### src/rtl/mkio_tx_sequencer.sv
// rtl/mkio_tx_sequencer.sv - sequences command and data words into one mkio_transmitter
module mkio_tx_sequencer #(
  parameter int GAP_CYCLES   = 0,
  parameter int BUSY_TIMEOUT = 4
) (
  input  logic        clk,
  input  logic        reset,
  input  logic        tx_start,
  input  logic [15:0] tx_cmd,
  input  logic        tx_abort,
  output logic        tx_busy,
  output logic        tx_done,
  output logic        tx_error,
  output logic [5:0]  words_sent,
  output logic        buf_rd_en,
  output logic [4:0]  buf_rd_addr,
  input  logic [15:0] buf_rd_data,
  output logic        imp_send,
  output logic        cd_send,
  output logic [15:0] data_send,
  input  logic        busy_send
);

  localparam logic [2:0] S_IDLE      = 3'd0;
  localparam logic [2:0] S_LOAD      = 3'd1;
  localparam logic [2:0] S_WAIT_BUSY = 3'd2;
  localparam logic [2:0] S_WAIT_DONE = 3'd3;
  localparam logic [2:0] S_GAP       = 3'd4;

  localparam int         TW      = (BUSY_TIMEOUT > 2) ? $clog2(BUSY_TIMEOUT) : 1;
  localparam logic [TW-1:0] TIMER_END = TW'(BUSY_TIMEOUT - 2);
  localparam logic [3:0] GAP_END = 4'(GAP_CYCLES - 1);

  logic [2:0]    state;
  logic [5:0]    remaining;
  logic [4:0]    index;
  logic [TW-1:0] timer;
  logic [3:0]    gap_cnt;
  logic [15:0]   prefetch;
  logic          rd_pending;
  logic          busy_q;
  logic          busy_idle;
  logic          load_next;

  // Number of data words that follow a command word.
  function automatic logic [5:0] decode_count(input logic [10:0] cmd);
    logic [4:0] sa;
    sa = cmd[9:5];
    if (cmd[10])
      decode_count = 6'd0;
    else if (sa == 5'd0 || sa == 5'd31)
      decode_count = {5'd0, cmd[4]};
    else if (cmd[4:0] == 5'd0)
      decode_count = 6'd32;
    else
      decode_count = {1'b0, cmd[4:0]};
  endfunction

  assign tx_busy = (state != S_IDLE) || busy_send;

  // The transmitter counts as idle only once busy_send has been low for two
  // samples, which also guarantees imp_send never overlaps busy_send.
  assign busy_idle = !busy_send && !busy_q;

  // Decide when the prefetched data word is handed to the transmitter.
  always_comb begin
    load_next = 1'b0;
    if (state == S_WAIT_DONE && busy_idle && remaining != 6'd0 && GAP_CYCLES == 0)
      load_next = 1'b1;
    if (state == S_GAP && gap_cnt == GAP_END)
      load_next = 1'b1;
  end

  // Message FSM, buffer prefetch and output pulses; abort overrides everything.
  always_ff @(posedge clk) begin
    if (reset) begin
      state       <= S_IDLE;
      remaining   <= 6'd0;
      index       <= 5'd0;
      timer       <= '0;
      gap_cnt     <= 4'd0;
      prefetch    <= 16'd0;
      rd_pending  <= 1'b0;
      busy_q      <= 1'b0;
      imp_send    <= 1'b0;
      cd_send     <= 1'b0;
      data_send   <= 16'd0;
      tx_done     <= 1'b0;
      tx_error    <= 1'b0;
      buf_rd_en   <= 1'b0;
      buf_rd_addr <= 5'd0;
      words_sent  <= 6'd0;
    end else begin
      busy_q     <= busy_send;
      imp_send   <= 1'b0;
      buf_rd_en  <= 1'b0;
      tx_done    <= 1'b0;
      tx_error   <= 1'b0;
      rd_pending <= buf_rd_en;
      if (rd_pending)
        prefetch <= buf_rd_data;

      if (tx_abort && state != S_IDLE) begin
        state <= S_IDLE;
      end else begin
        case (state)
          S_IDLE: begin
            if (tx_start && !tx_abort) begin
              data_send  <= tx_cmd;
              cd_send    <= 1'b1;
              words_sent <= 6'd0;
              index      <= 5'd0;
              remaining  <= decode_count(tx_cmd[10:0]);
              imp_send   <= 1'b1;
              state      <= S_LOAD;
            end
          end
          S_LOAD: begin
            timer <= '0;
            state <= S_WAIT_BUSY;
          end
          S_WAIT_BUSY: begin
            if (busy_send) begin
              state <= S_WAIT_DONE;
              if (remaining != 6'd0) begin
                buf_rd_en   <= 1'b1;
                buf_rd_addr <= index;
              end
            end else if (timer == TIMER_END) begin
              tx_error <= 1'b1;
              state    <= S_IDLE;
            end else begin
              timer <= timer + TW'(1);
            end
          end
          S_WAIT_DONE: begin
            if (busy_idle) begin
              words_sent <= words_sent + 6'd1;
              if (remaining == 6'd0) begin
                tx_done <= 1'b1;
                state   <= S_IDLE;
              end else if (GAP_CYCLES != 0) begin
                gap_cnt <= 4'd0;
                state   <= S_GAP;
              end
            end
          end
          S_GAP: begin
            if (gap_cnt != GAP_END)
              gap_cnt <= gap_cnt + 4'd1;
          end
          default: state <= S_IDLE;
        endcase

        if (load_next) begin
          data_send <= prefetch;
          cd_send   <= 1'b0;
          index     <= index + 5'd1;
          remaining <= remaining - 6'd1;
          imp_send  <= 1'b1;
          state     <= S_LOAD;
        end
      end
    end
  end

endmodule

### config.mk
export PLATFORM = sky130hd
export DESIGN_NAME = mkio_tx_sequencer
export DESIGN_NICKNAME = d
export VERILOG_FILES = /design/src/rtl/mkio_tx_sequencer.sv
export SDC_FILE = /design/constraint.sdc
export NUM_CORES = 1
export LEC_CHECK = 0
export ABC_AREA = 1
export BUFFER_PORTS_ARGS = -buffer_cell sky130_fd_sc_hd__buf_2
export CAP_MARGIN = 40
export CORE_MARGIN = 3
export CORE_UTILIZATION = 55
export CTS_CLUSTER_SIZE = 40
export DETAILED_ROUTE_END_ITERATION = 8
export MAX_ROUTING_LAYER = met4
export PLACE_DENSITY_LB_ADDON = 0.1
export SYNTH_ARGS = -nofsm -noshare
export SYNTH_HDL_FRONTEND = slang
export SYNTH_SLANG_ARGS = --single-unit
### constraint.sdc
create_clock -name clk -period 3.4 [get_ports clk]
set_clock_uncertainty 0.1 [all_clocks]
set_input_delay 0.34 -clock clk [delete_from_list [all_inputs] [get_ports clk]]
set_output_delay 0.34 -clock clk [all_outputs]
set_load 0.005 [all_outputs]
==> results.yml <==
drt:
  wl_per_cell_um: 11.85
  drt_wl_total_um: 6811
  viasPerCell: 5.038
  ant_nets: 0
  vias: 2897
  drcViolationCount: 0
  first_iter_violations: 158
  firstDrtPassIters: 4
final_layout:
  instances_no_fill: 575
  diodes: 0
  most-common-layout-cells: "nand2_1, nor2_1, buf_2, dfxtp_1, o21ai_0"
  final_util_pct: 69.38
  final_common_cell: "nand2_1"
  nNetsFinal: 541
  drive_above_1_share_pct: 19.21
  syn_to_final_growth_pct: 19.95
  num-fill-cells: 453
  regArea_um2: 1301
  multi_input_area_um2: 1428
power_and_ir_drop:
  power.density_nw_per_um2: 574.9
  switching_share_pct: 28.58
  p_leak_nw: 1.742
  seqPwrFrac_pct: 42.1
  pwr-share-comb_pct: 19.5
  ir_drop_uv: 342.5
  p_int_mw: 1.473
  p_clk_share_pct: 38.4
  fin_total_pwr_mw: 2.063
  switchingPower_mw: 0.5895
place:
  place.gp.congestion: 0.9202
  post-dp-hpwl_um: 4841
  port_buffers: 69
  place_inst: 559
clock_tree:
  numClockSinks: 65
  cts_buffers: 9
  cts_tree: "done"
  cts_resized: 0
  cts-root-buf: "clkbuf_8"
  clk_pin_slew_worst_paths_ns: 0.07
  cts_max_level: 3
  cts_setup_buffers: 0
  ctsHoldBuffers: 0
  clock_latency_ns: 0.35
  cts.path.max_buffers: 2
setup_path:
  path_cells: "inv_1 -> ha_1 -> nand3_4 -> nand2_4 -> nand2_1 -> nand2_1 -> nand2_1 -> a21oi_2"
  crit_required_ns: 3.58
  criticalPathCategory: "register to register"
  critPathSlowestCell: "nand2_1"
  start_kind: "register"
  crit_family: "simple AND/OR/NAND/NOR gates"
  critPathBufInv: 1
  endpoint_kind: "register"
  cp_common_cell: "nand2_1"
  max_stage_delay_ns: 0.55
  cp_max_fo: 37
  arrival_ns: 2.44
sta:
  report.final.slew_viol_count: 0
  tightest_slew_ns: 0.7472
  setup_viol: 0
  fin_tns_setup_ns: 0
  rsz0062_at_grt: "false"
  max_freq_ghz: 0.4437
  hold_violations: 0
  fin_crit_ns: 2.254
  fin_crit_sh_pct: 66.28
  max_slew_margin_pct: 50.13
synth:
  ys_types: 30
  ys_seq_area_share_pct: 43.50
  synth_area_per_cell_um2: 6.877
  ys.warnings.count: 0
  synth.ff_latch_count: 65
  syn-cell-area_um2: 2992
  netlist_instances: 435
  synth.net_count: 476
floorplanning:
  die_y_um: 79.75
  start_util_pct: 57.84
  dieArea_um2: 6360
  pin_count: 70
  die_w_um: 79.75
  std_cell_rows: 26
  coreArea_um2: 5172
global_routing:
  grt_antenna_before_repair: 0
  grt-ovfl-total: 0
  gr-usage-all-layers_pct: 23.49
  grt_max_degree: 38
  grt_pass1_wl_um: 11360
  grt_pass1_vias: 2575
worst_hold_path:
  hp-class: "input pin to register"
run_status:
  status: "complete, no violations"
flow_run:
  maxCapViolCount: 0
[per-stage QoR]
stage | cell area (um^2) | hold WS (ns) | setup WS (ns)
2_1_floorplan | 2992 | 0.3196 | 1.878
3_3_place_gp | 3346 | 0.3126 | 1.198
3_5_place_dp | 3346 | 0.3208 | 1.146
4_1_cts | 3588 | 0.1140 | 1.128
5_1_grt | 3588 | 0.1181 | 0.8444
6_report | 3588 | 0.1235 | 1.146
[final timing paths]
kind	end	depth (start not counted)	slack (ns)	start
worst max-delay path	index[4]	8	1.15	remaining[0]
worst min register to register	rd_pending	2	0.32	buf_rd_en
worst min-delay path	prefetch[12]	3	0.12	buf_rd_data[12]
worst max register to register	index[4]	8	1.15	remaining[0]
[power by group through the flow]
stage          clock [mW]  combinational (mW)  sequential [mW]
2_1_floorplan           0               0.285            0.882
3_3_place_gp            0               0.393            0.884
3_5_place_dp            0               0.403            0.882
4_1_cts             0.804               0.405            0.866
5_1_grt             0.846               0.464            0.874
6_report            0.792               0.403            0.868
[per-layer routing]
metal | share of wire, % | global-route usage, % | vias up
met1 | 48 | 28.87 | 1300
li1 | - | - | 1522
met2 | 46 | 37.40 | 68
met5 | 0 | - | -
met3 | 5.3 | 7.675 | 7
met4 | 1.1 | 6.081 | 0
[cell type report]
type / instances / area share [%]
repair buffers: 70 / 9.833
multi-input cells: 307 / 39.78
clock buffers: 10 / 3.835
well taps: 70 / 2.441
inverters: 47 / 4.916
flip-flops and latches: 65 / 36.26
clock inverters: 6 / 2.929
[state kept, by name, indices dropped and copies added, names as in the netlist, 2 cells and up]
name         flops
buf_rd_addr      5
data_send       16
index            5
prefetch        16
remaining        6
state            2
timer            2
words_sent       6
[worst reg2reg max path: stages (launching register included)]
cell and delay, ns:
dfxtp_1 0.31, inv_1 0.12, ha_1 0.27, nand3_4 0.17
nand2_4 0.31, nand2_1 0.09, nand2_1 0.55, nand2_1 0.14
a21oi_2 0.14
[cells by family after synthesis]
logic type | Yosys count | synth area share [%]
adders and majority gates | 4 | 1.673
buffers and inverters | 63 | 8.783
AOI/OAI and AO/OA | 89 | 15.22
DFF | 65 | 43.50
xor gates and xnor gates | 4 | 1.171
and+or+nand+nor | 210 | 29.65
[cell usage after synthesis]
cell / number / share of area [%]
a211oi_1: 1 / 0.25
a21oi_1: 32 / 5.4
a21oi_2: 1 / 0.29
a31oi_1: 1 / 0.21
and3_1: 2 / 0.42
buf_2: 3 / 0.50
buf_4: 2 / 0.50
buf_6: 2 / 0.75
clkbuf_1: 9 / 1.1
dfxtp_1: 65 / 43
ha_1: 4 / 1.7
inv_1: 46 / 5.8
inv_2: 1 / 0.13
nand2_1: 93 / 12
nand2_2: 1 / 0.21
nand2_4: 2 / 0.75
nand3_1: 25 / 4.2
nand3_2: 1 / 0.33
nand3_4: 1 / 0.59
nand4_1: 3 / 0.63
nor2_1: 76 / 9.5
nor2_2: 2 / 0.42
nor2_4: 1 / 0.38
nor3_1: 2 / 0.33
o21ai_0: 50 / 8.4
o21ai_1: 3 / 0.50
o21bai_1: 1 / 0.25
or2_2: 1 / 0.21
xnor2_1: 1 / 0.29
xor2_1: 3 / 0.88
Note: power is estimated with default switching activity, not from simulation.
